==> config.mk <==
export PLATFORM = sky130hd
export DESIGN_NAME = mem_access_unit
export DESIGN_NICKNAME = d
export VERILOG_FILES = /design/src/rtl/mem_access_unit_pkg.sv /design/src/rtl/mem_access_unit_load_formatter.sv /design/src/rtl/mem_access_unit.sv
export SDC_FILE = /design/constraint.sdc
export NUM_CORES = 1
export LEC_CHECK = 0
export CAP_MARGIN = 20
export CORE_AREA = 4 4 151 153
export CTS_CLUSTER_DIAMETER = 50
export CTS_CLUSTER_SIZE = 16
export DETAILED_ROUTE_END_ITERATION = 10
export DIE_AREA = 0 0 155 157
export DONT_BUFFER_PORTS = 1
export HOLD_SLACK_MARGIN = 0.05
export PLACE_DENSITY_LB_ADDON = 0.12
export SYNTH_ARGS = -nofsm -noshare
export SYNTH_HDL_FRONTEND = slang
export SYNTH_SLANG_ARGS = --single-unit
==> constraint.sdc <==
create_clock -name clk -period 8.9 [get_ports clk]
set_input_delay 0.89 -clock clk [delete_from_list [all_inputs] [get_ports clk]]
set_output_delay 0.89 -clock clk [all_outputs]
set_load 0.02 [all_outputs]
==> src/rtl/mem_access_unit_pkg.sv <==
// Shared RISC-V definitions for the data-memory access path: width codes,
// FSM state encoding and request legality check.
package mem_access_unit_pkg;

    typedef enum logic [1:0] {
        ST_IDLE   = 2'd0,
        ST_ACCESS = 2'd1,
        ST_RESP   = 2'd2
    } state_e;

    localparam logic [2:0] F3_B  = 3'b000;
    localparam logic [2:0] F3_H  = 3'b001;
    localparam logic [2:0] F3_W  = 3'b010;
    localparam logic [2:0] F3_BU = 3'b100;
    localparam logic [2:0] F3_HU = 3'b101;

    // True when the request is a legal width code for its direction and naturally aligned.
    function automatic logic req_ok(input logic we, input logic [2:0] f3, input logic [1:0] off);
        logic legal;
        logic misal;
        case (f3)
            F3_B, F3_H, F3_W: legal = 1'b1;
            F3_BU, F3_HU:     legal = !we;
            default:          legal = 1'b0;
        endcase
        misal = ((f3[1:0] == 2'b01) && off[0]) || ((f3[1:0] == 2'b10) && (off != 2'b00));
        return legal && !misal;
    endfunction

endpackage

==> src/rtl/mem_access_unit_load_formatter.sv <==
// Selects the addressed byte/halfword lane from a memory word and extends it.
module load_formatter
    import mem_access_unit_pkg::*;
(
    input  logic [2:0]  funct3_i,
    input  logic [1:0]  byte_off_i,
    input  logic [31:0] rdata_i,
    output logic [31:0] data_o
);

    logic [31:0] shifted;

    assign shifted = rdata_i >> {byte_off_i, 3'b000};

    always_comb begin
        case (funct3_i)
            F3_B:    data_o = {{24{shifted[7]}}, shifted[7:0]};
            F3_BU:   data_o = {24'b0, shifted[7:0]};
            F3_H:    data_o = {{16{shifted[15]}}, shifted[15:0]};
            F3_HU:   data_o = {16'b0, shifted[15:0]};
            default: data_o = shifted;
        endcase
    end

endmodule

==> src/rtl/mem_access_unit.sv <==
// Load/store unit: accepts one core data request, performs a single word-aligned
// memory access with timeout, and returns a one-cycle formatted response.
module mem_access_unit
    import mem_access_unit_pkg::*;
#(
    parameter int TIMEOUT_CYCLES = 255
) (
    input  logic        clk,
    input  logic        resetn,
    input  logic        req_valid,
    output logic        req_ready,
    input  logic        req_we,
    input  logic [2:0]  req_funct3,
    input  logic [31:0] req_addr,
    input  logic [31:0] req_wdata,
    output logic        rsp_valid,
    output logic [31:0] rsp_rdata,
    output logic        rsp_err,
    output logic        mem_valid,
    input  logic        mem_ready,
    output logic        mem_we,
    output logic [31:0] mem_addr,
    output logic [3:0]  mem_wstrb,
    output logic [31:0] mem_wdata,
    input  logic [31:0] mem_rdata
);

    localparam logic [7:0] TO_LAST = 8'(TIMEOUT_CYCLES - 1);

    state_e      state_q, state_d;
    logic [7:0]  cnt_q, cnt_d;
    logic        err_q, err_d;
    logic        we_q;
    logic [2:0]  f3_q;
    logic [31:0] addr_q, wdata_q, rdata_q;
    logic [31:0] load_data;
    logic        accept, req_good, timeout;

    assign accept   = (state_q == ST_IDLE) && req_valid;
    assign req_good = req_ok(req_we, req_funct3, req_addr[1:0]);
    assign timeout  = (state_q == ST_ACCESS) && !mem_ready && (cnt_q == TO_LAST);

    always_ff @(posedge clk or negedge resetn) begin
        if (!resetn) state_q <= ST_IDLE;
        else         state_q <= state_d;
    end

    always_comb begin
        state_d = state_q;
        case (state_q)
            ST_IDLE:   if (req_valid) state_d = req_good ? ST_ACCESS : ST_RESP;
            ST_ACCESS: if (mem_ready || timeout) state_d = ST_RESP;
            ST_RESP:   state_d = ST_IDLE;
            default:   state_d = ST_IDLE;
        endcase
    end

    always_comb begin
        req_ready = (state_q == ST_IDLE);
        mem_valid = (state_q == ST_ACCESS);
        rsp_valid = (state_q == ST_RESP);
        rsp_err   = (state_q == ST_RESP) && err_q;
        rsp_rdata = (state_q == ST_RESP) ? rdata_q : 32'b0;
        mem_we    = 1'b0;
        mem_addr  = 32'b0;
        mem_wstrb = 4'b0;
        mem_wdata = 32'b0;
        if (state_q == ST_ACCESS) begin
            mem_we   = we_q;
            mem_addr = {addr_q[31:2], 2'b00};
            if (we_q) begin
                // Narrow stores replicate the data across lanes; the strobe picks the live one.
                case (f3_q[1:0])
                    2'b00: begin
                        mem_wstrb = 4'b0001 << addr_q[1:0];
                        mem_wdata = {4{wdata_q[7:0]}};
                    end
                    2'b01: begin
                        mem_wstrb = addr_q[1] ? 4'b1100 : 4'b0011;
                        mem_wdata = {2{wdata_q[15:0]}};
                    end
                    default: begin
                        mem_wstrb = 4'b1111;
                        mem_wdata = wdata_q;
                    end
                endcase
            end
        end
    end

    always_comb begin
        cnt_d = cnt_q;
        err_d = err_q;
        case (state_q)
            ST_IDLE: begin
                cnt_d = 8'd0;
                if (accept) err_d = !req_good;
            end
            ST_ACCESS: begin
                if (!mem_ready) cnt_d = cnt_q + 8'd1;
                if (timeout)    err_d = 1'b1;
            end
            default: ;
        endcase
    end

    always_ff @(posedge clk or negedge resetn) begin
        if (!resetn) begin
            cnt_q <= 8'd0;
            err_q <= 1'b0;
        end else begin
            cnt_q <= cnt_d;
            err_q <= err_d;
        end
    end

    // Request fields and load result are only observed while qualified by state.
    always_ff @(posedge clk) begin
        if (accept) begin
            we_q    <= req_we;
            f3_q    <= req_funct3;
            addr_q  <= req_addr;
            wdata_q <= req_wdata;
            rdata_q <= 32'b0;
        end else if ((state_q == ST_ACCESS) && mem_ready && !we_q) begin
            rdata_q <= load_data;
        end
    end

    load_formatter u_load_formatter (
        .funct3_i   (f3_q),
        .byte_off_i (addr_q[1:0]),
        .rdata_i    (mem_rdata),
        .data_o     (load_data)
    );

endmodule

---- After elaboration in Yosys (flattened, before gate mapping) ----
Cells that the tools add are included.
W data, S select, Z words.
operators by class
  reduce and logical (&&, ||, !) cells .... 27
  mux-type cells .......................... 21
  add/sub/neg operators ................... 1
  equality and inequality tests ........... 18
  shift operators ......................... 2
operators with widths
  operator               number
  $mux W32               4
  $pmux W32 S4           1
  $pmux W32 S2           1
  $shr A32 B5 Y32        1
  $pmux W8 S2            1
  $eq A3 B3 Y1 const B   4
  $mux W4                3
  $logic_and A1 B1 Y1    9
  $add A8 B1 Y8 const B  1
  $eq A8 B8 Y1 const B   1
  $mux W8                1
  $pmux W4 S2            1
  $eq A2 B1 Y1 const B   3
  $eq A3 B1 Y1 const B   2
  $logic_not A3 Y1       2
  $mux W2                3
  $ne A2 B1 Y1 const B   3
  $logic_not A1 Y1       5
  $eq A2 B2 Y1 const B   2
  $logic_not A2 Y1       2
  $ne A2 B2 Y1 const B   2
  $pmux W1 S2            2
  $pmux W2 S2            1
  $reduce_and A2 Y1      2
  other kinds (8)        12
word-level totals
  output and inout port bits .............. 105
  register bits ........................... 111
  input bits .............................. 104
  word-level logic and storage cells ...... 77

---- Logic depth before layout (Yosys ltp) ----
Gate-level depths: netlist of run 1.
  depth in word-level cells ............... 8
  mapped depth ............................ 6
  depth with buffers taken out ............ 5

---- Cells and area by module ----
A second synthesis of run 1 with hierarchy kept.
unflattened totals
  cell total of the unflattened synthesis .. 561
  area, all modules ....................... 5,481.5 µm²
modules (own cells, without submodules)
  module           cells each  instances  sequential area each (µm²)  area each (µm²)
  mem_access_unit  454         1          2,957.8                     4,787.1
  load_formatter   107         1          0.0                         694.4

---- Worst setup path after synthesis of run 1 ----
No wires, ideal clock.
  path type ............................... in2reg
  start ................................... input port req_valid
  end ..................................... register addr_q[0] (enable)
  path slack .............................. 5,672 ps
  required time ........................... 8,090 ps
  setup time .............................. 810 ps
  path buffers ............................ 0
  stages on the path ...................... 2
  data arrival time ....................... 2,417 ps
  cell sequence ........................... nand2_1 -> clkinv_1
between the ends
  longest elaborated chain between the ends .. 1
RTL lines
  what                  line                    RTL
  from (decl)           mem_access_unit.sv:10   input logic req_valid,
  $logic_and A1 B1 Y1   mem_access_unit.sv:39   assign accept = (state_q == ST_IDLE) && req_valid;
  via accept            mem_access_unit.sv:37   logic accept, req_good, timeout;
  to (signal assigned)  mem_access_unit.sv:122  addr_q <= req_addr;
  to (decl)             mem_access_unit.sv:35   logic [31:0] addr_q, wdata_q, rdata_q;
The timed path passes the listed nets, and every way through them passes these cells.
A chain may end at the register's enable or synchronous reset.

---- Worst setup path after layout of run 1 ----
  start ................................... register state_q[0]
  end ..................................... output port mem_wdata[8]
between the ends
  longest elaborated chain between the ends .. 2
RTL lines
  what                    line                   RTL
  from (decl)             mem_access_unit.sv:30  state_e state_q, state_d;
  from (signal assigned)  mem_access_unit.sv:45  else state_q <= state_d;
  $eq A2 B1 Y1            n/a
  via mem_valid           mem_access_unit.sv:19  output logic mem_valid,
  $mux W32                mem_access_unit.sv:68  if (state_q == ST_ACCESS) begin
  to (decl)               mem_access_unit.sv:24  output logic [31:0] mem_wdata,
The timed path passes the listed nets, and every way through them passes these cells.

==> impl_metrics.csv, run 1 <==
group,metric,value,unit
status,status,"finished, final reports clean",
clock_tree,cts_sinks,111,
synth,synth_seq_area_share,56.0,%
critical_path,rrSetupSlack,5.79,ns
clock_tree,cts_max_level,3,
clock_tree,cts_resized,0,
synth,syn-cell-area,5280,µm²
global_routing,grt_pass1_wl,23900,µm
global_routing,globalRouteOverflowTotal,0,
timing,setup_viol,0,
synth,yosysWarnings,0,
timing,worst_pin_slew,0.880,ns
global_routing,grtUsageTotal,12.9,%
floorplan,ios,209,
critical_path,endpoint,"mem_wdata[8]",
synth,synth_most_common_cell,"edfxtp_1",
timing,worst_slack,4.88,ns
clock_tree,cts.path.max_buffers,2,
clock_tree,cts_buffers,9,
timing,slew_violations,0,
floorplan,rows,54,
drt,routedWlPerCell,20.6,µm
global_routing,grt_pass1_vias,3986,
drt,drtIter0Drc,183,
placed_design,post-place-ws,5.19,ns
critical_path,required,8.01,ns
critical_path,rr_worst_depth,5,
drt,num_vias,3695,
floorplan,die_h,157,µm
layout,fin_util,27.1,%
synth,syn_inst,509,
synth,synth_largest_area_cell,"edfxtp_1",
synth,yosys-top-cells-area,"edfxtp_1 39%, dfxtp_1 12%, and2_1 7.5%",
clock_tree,cts_tree,"done",
synth,synth_common_cells,"68 x edfxtp_1, 64 x nand2_1, 63 x and2_1",
placed_design,io_buffers,0,
synth,synth_flop_cell,"edfxtp_1",
clock_tree,post-cts-setup-buffers,0,
global_routing,antenna_found_initial,4,
clock_tree,root_buffer,"clkbuf_16",
placed_design,hpwl,11900,µm
synth,ys_seq_elements,111,
clock_tree,clk_latency,0.36,ns
timing,slew_headroom,41.2,%
timing,rsz0062_at_grt,"false",
power,power.density,245,nW/µm²
synth,netlist.area_leader.share,38.7,%
timing,timing.final.hold_violations,0,
layout,nNetsFinal,597,
critical_path,cp-end-kind,"primary output",
layout,fillers,2259,
floorplan,die_x,155,µm
critical_path,timing.rr.end,"wdata_q[6]",
layout,fin_cells,778,
synth,avgSynthCellArea,10.4,µm²
global_routing,grt_max_degree,50,
layout,drive_above_1_share,8.06,%
drt,first_pass_iters,4,
clock_tree,clkSlewWorstSetupHoldPaths,0.09,ns
critical_path,startpoint_type,"flip-flop",
timing,fin_skew,0.0132,ns
critical_path,regToRegStartpoint,"state_q[1]",
critical_path,crit_arrival,3.13,ns
flow_run,max-cap-violations,0,
drt,routed_via_density,4.75,
drt,totalWireLength,16000,µm
timing,setup_tns,0,ns
drt,ant_nets,0,
synth,synth_edf_count,68,
power,power,1.43,mW
critical_path,startpoint,"state_q[0]",
placed_design,place_inst,759,
hold_path,hold_path_class,"in2async",
timing,fmax,249,MHz
critical_path,crit_type,"reg2out",
synth,synth.distinct_cells,41,
critical_path,cp_max_fo,43,
clock_tree,hold_buffers,0,
floorplan,initial_core_util,24.5,%
layout,area_growth,10.5,%
placed_design,gp_congestion,0.797,
synth,async_reset_ff_share,9.91,%
timing,period_share,45.2,%
floorplan,core_area,21600,µm²
timing,fin_crit,4.02,ns
power,irDropWorstVdd,95.9,µV
power,leakage,2.16,nW
drt,drcViolationCount,0,
floorplan,dieArea,24300,µm²
==> through the flow <==
step	hold WS (ns)	instance area (µm²)
after floorplan	0.432	5290
after global placement	0.449	5530
after detailed placement	0.452	5530
after CTS	0.196	5820
after global routing	0.187	5840
final	0.211	5840
==> where the power goes <==
group / total [mW] / switching (mW) / internal [mW]
Sequential: 0.696 / 0.0532 / 0.643
Combinational: 0.323 / 0.234 / 0.0885
Clock: 0.410 / 0.211 / 0.199
Total: 1.43 / 0.499 / 0.930
==> layout by cell type, fill, tap and decap left out, types with 2 or more instances in the layout <==
master	instances
edfxtp_1	68
nand2_1	64
and2_1	63
a21oi_1	55
nor2_1	37
dfxtp_1	32
mux2i_1	31
o21ai_0	30
mux2_2	11
dfrtp_1	11
clkbuf_16	9
and3_1	8
o211ai_1	8
o2bb2ai_1	7
inv_1	5
a22o_1	5
buf_4	5
nand2b_1	4
nor3_1	3
nand3_1	3
and3b_1	3
nand4_1	3
xor2_1	3
inv_8	3
diode_2	2
ha_1	2
conb_1	2
inv_6	2
==> critical path, cell delays in order, from the launching register on <==
cell,delay (ns)
dfrtp_1,0.56
nor2b_4,0.79
nand2_1,0.75
a21oi_1,0.64
==> flip-flops by register name, indices dropped and copies added, names as in the netlist <==
name	cells
addr_q	32
f3_q	3
rdata_q	32
wdata_q	32
err_q	1
we_q	1
state_q	2
cnt_q	8
==> layer usage <==
metal  global-route usage (%)  part of all wire (%)  routed length (µm)
met1                     15.4                    40                6410
met2                     19.5                    44                7100
met3                     6.65                    12                1970
met4                     6.01                   3.4                 539
met5                        0                 0.094                  15
==> kinds of logic (layout without fill, tap and decap cells) <==
kind of cell,count (synthesis),after routing,share of synthesized area (%)
and+or+nand+nor,197,197,18.8
DFF,111,111,56.0
AOI/OAI and AO/OA,109,109,12.1
muxes,43,43,8.65
buffers and inverters,43,29,3.48
xor gates and xnor gates,3,3,0.498
adders and majority gates,2,2,0.474
other,1,4,0.0710
==> layout make-up <==
type,instances,area [µm²],area share (%)
flip-flops and latches,111,2960,50.7
multi-input cells,356,2150,36.9
well taps,280,350,6.00
clock buffers,9,225,3.86
clock inverters,7,67.6,1.16
repair buffers,6,52.6,0.900
inverters,7,26.3,0.450
diodes,2,5.00,0.0857
==> how the worst min path moves through the flow <==
stage | start | endpoint | depth (start not counted)
6_report | resetn | cnt_q[6] | 0
5_1_grt | resetn | cnt_q[6] | 0
4_1_cts | resetn | cnt_q[6] | 0
3_5_place_dp | rdata_q[4] | rdata_q[4] | 2
3_3_place_gp | rdata_q[3] | rdata_q[3] | 2
2_1_floorplan | rdata_q[0] | rdata_q[0] | 2
(Power assumes the default switching activity.)
==> inputs of run 2 (changes only) <==
--- a/config.mk
+++ b/config.mk
@@ -5,12 +5,13 @@
 export SDC_FILE = /design/constraint.sdc
 export NUM_CORES = 1
 export LEC_CHECK = 0
+export ABC_AREA = 1
 export CAP_MARGIN = 20
-export CORE_AREA = 4 4 151 153
+export CORE_AREA = 4 4 156 158
 export CTS_CLUSTER_DIAMETER = 50
 export CTS_CLUSTER_SIZE = 16
 export DETAILED_ROUTE_END_ITERATION = 10
-export DIE_AREA = 0 0 155 157
+export DIE_AREA = 0 0 160 162
 export DONT_BUFFER_PORTS = 1
 export HOLD_SLACK_MARGIN = 0.05
 export PLACE_DENSITY_LB_ADDON = 0.12
==> constraint.sdc (replaced) <==
create_clock -name clk -period 3.91 [get_ports clk]
set_input_delay 0.391 -clock clk [delete_from_list [all_inputs] [get_ports clk]]
set_output_delay 0.391 -clock clk [all_outputs]
set_load 0.02 [all_outputs]
==> run 2 against run 1 <==
Compared with the run above: synthesized area is 6.9% higher; combinational power grew to 3.8 times the previous value; final cell count grew 31%; non-clock buffer count grew 2; first-iteration DRC count grew 32%; clock-buffer cell count did not move; critical path depth is 2 higher; worst setup slack worse by 4.0 ns; largest power group unchanged; critical endpoint is now mem_wdata[15]; critical path type unchanged; via count is 21% higher; global-route usage is 0.25 points higher; sequential share of layout area down 2.9 points; sequential power rose by 130%.
==> impl_metrics.csv, run 2 <==
group,metric,value,unit
floorplan,die_x,160,µm
clock_tree,cts_buffers,9,
clock_tree,post-cts-setup-buffers,0,
synth,syn-cell-area,5650,µm²
floorplan,dieArea,25900,µm²
drt,totalWireLength,17200,µm
synth,yosys-top-cells-area,"edfxtp_1 36%, nor2_1 12%, dfxtp_1 11%",
floorplan,die_h,162,µm
critical_path,startpoint_type,"flip-flop",
clock_tree,clkSlewWorstSetupHoldPaths,0.08,ns
drt,drcViolationCount,0,
placed_design,hpwl,13000,µm
timing,setup_viol,0,
critical_path,required,3.52,ns
layout,fillers,2579,
power,irDropWorstVdd,378,µV
layout,nNetsFinal,831,
placed_design,io_buffers,0,
timing,timing.final.hold_violations,0,
clock_tree,cts_tree,"done",
drt,first_pass_iters,4,
global_routing,grtUsageTotal,13.2,%
timing,slew_headroom,43.0,%
synth,synth.distinct_cells,29,
synth,synth_flop_cell,"edfxtp_1",
layout,area_growth,9.66,%
timing,worst_pin_slew,0.849,ns
hold_path,hold_path_class,"in2reg",
timing,fin_crit,3.06,ns
clock_tree,cts_sinks,111,
status,status,"finished, final reports clean",
global_routing,antenna_found_initial,0,
flow_run,max-cap-violations,0,
floorplan,core_area,23100,µm²
layout,reg_top3,"addr_q x32, rdata_q x32, wdata_q x32",
synth,synth_most_common_cell,"nor2_1",
timing,fmax,326,MHz
drt,routed_via_density,4.39,
layout,diodes,0,
synth,synth_largest_area_cell,"edfxtp_1",
synth,async_reset_ff_share,9.91,%
power,leakage,2.72,nW
synth,ys_seq_elements,111,
drt,routedWlPerCell,16.9,µm
critical_path,cp_max_fo,33,
clock_tree,cts.path.max_buffers,2,
timing,fin_skew,0.00720,ns
timing,slew_violations,0,
critical_path,crit_arrival,2.67,ns
synth,netlist.area_leader.share,36.2,%
floorplan,ios,209,
clock_tree,clk_latency,0.35,ns
drt,num_vias,4476,
global_routing,globalRouteOverflowTotal,0,
layout,multi_input_area,1990,µm²
global_routing,grt_pass1_wl,26800,µm
clock_tree,cts_max_level,3,
clock_tree,root_buffer,"clkbuf_16",
floorplan,initial_core_util,24.4,%
layout,fin_cells,1020,
global_routing,grt_max_degree,63,
critical_path,crit_type,"reg2out",
layout,register_area,2960,µm²
drt,drtIter0Drc,241,
timing,rsz0062_at_grt,"false",
global_routing,grt_pass1_vias,4600,
placed_design,place_inst,1002,
placed_design,gp_congestion,0.820,
critical_path,cp-end-kind,"primary output",
power,power.density,609,nW/µm²
layout,final_cell_mix,"173 x nor2_1, 125 x inv_1, 125 x nand2_1",
timing,period_share,78.4,%
timing,setup_tns,0,ns
layout,drive_above_1_share,5.48,%
floorplan,rows,56,
synth,synth_edf_count,68,
synth,synth_seq_area_share,52.4,%
layout,fin_util,26.8,%
timing,whs,0.125,ns
layout,mostFrequentLayoutCell,"nor2_1",
drt,ant_nets,0,
synth,yosysWarnings,0,
synth,avgSynthCellArea,7.61,µm²
synth,synth_common_cells,"173 x nor2_1, 125 x inv_1, 125 x nand2_1",
synth,syn_inst,742,
## run 2: changes by cell type after synthesis, sizes merged, moves of 11 or more
cell,before,now
nand2,64,129
mux2i,31,0
clkbuf,24,7
nor2,37,175
mux2,11,0
and2,63,0
buf,12,30
nand3,3,52
inv,5,134
## run 2: through the flow
stage                     setup WS (ns)  power, mW  area, µm²
after floorplan                    1.71       2.61       5650
after global placement             1.14       2.89       5880
after detailed placement           1.10       2.90       5880
after CTS                         0.697       3.83       6180
after global routing              0.594       4.05       6190
final                             0.845       3.77       6190
## run 2: power breakdown
group | switching [mW] | total, mW | internal, mW
logic | 0.963 | 1.24 | 0.277
registers | 0.0811 | 1.63 | 1.55
clock network | 0.457 | 0.905 | 0.448
## run 2: area by class of cell
cell class | count | area share (%)
Clock buffer | 9 | 3.64
Inverter | 134 | 8.14
Tap cell | 290 | 5.86
Clock inverter | 7 | 1.05
Multi-Input combinational cell | 461 | 32.2
Timing Repair Buffer | 8 | 1.33
Sequential cell | 111 | 47.8
## run 2: layer usage
metal	global-route usage, %	up-vias	wire length [µm]
met4	2.78	0	160
met2	22.3	124	8440
li1	-	2261	-
met1	16.2	2084	7430
met3	4.95	7	1180
met5	0	-	0
## run 2: worst paths after layout
check                      cells past startpoint     startpoint            end  slack [ns]
min                                            0  req_wdata[20]    wdata_q[20]        0.12
max in group asynchronous                      1         resetn       cnt_q[5]        3.11
max reg2reg                                    7        f3_q[0]    rdata_q[27]        1.30
max                                            5     state_q[1]  mem_wdata[15]        0.85
min in group asynchronous                      1         resetn       cnt_q[2]        0.45
min reg2reg                                    2       cnt_q[5]       cnt_q[5]        0.52
## run 2: kinds of logic after synthesis
group / Yosys count / synth area share (%)
buffers and inverters: 171 / 12.4
adder cells (fa/ha/maj): 2 / 0.443
flip-flops: 111 / 52.4
AO/OA/AOI/OAI: 87 / 7.78
other: 1 / 0.0664
AND/OR/NAND/NOR: 369 / 26.8
XOR/XNOR: 1 / 0.155
## run 2: critical path, stage by stage (launching register included)
cell and delay [ns]:
dfrtp_1 0.42, inv_2 0.11, nand2_2 0.39, nor2_1 0.34, inv_2 0.28, nor3_1 0.77
## run 2: timing repair
action	4_1_cts	5_1_grt
gates resized for setup	0	0
endpoints found under the hold margin	11	0
hold buffers	1	0
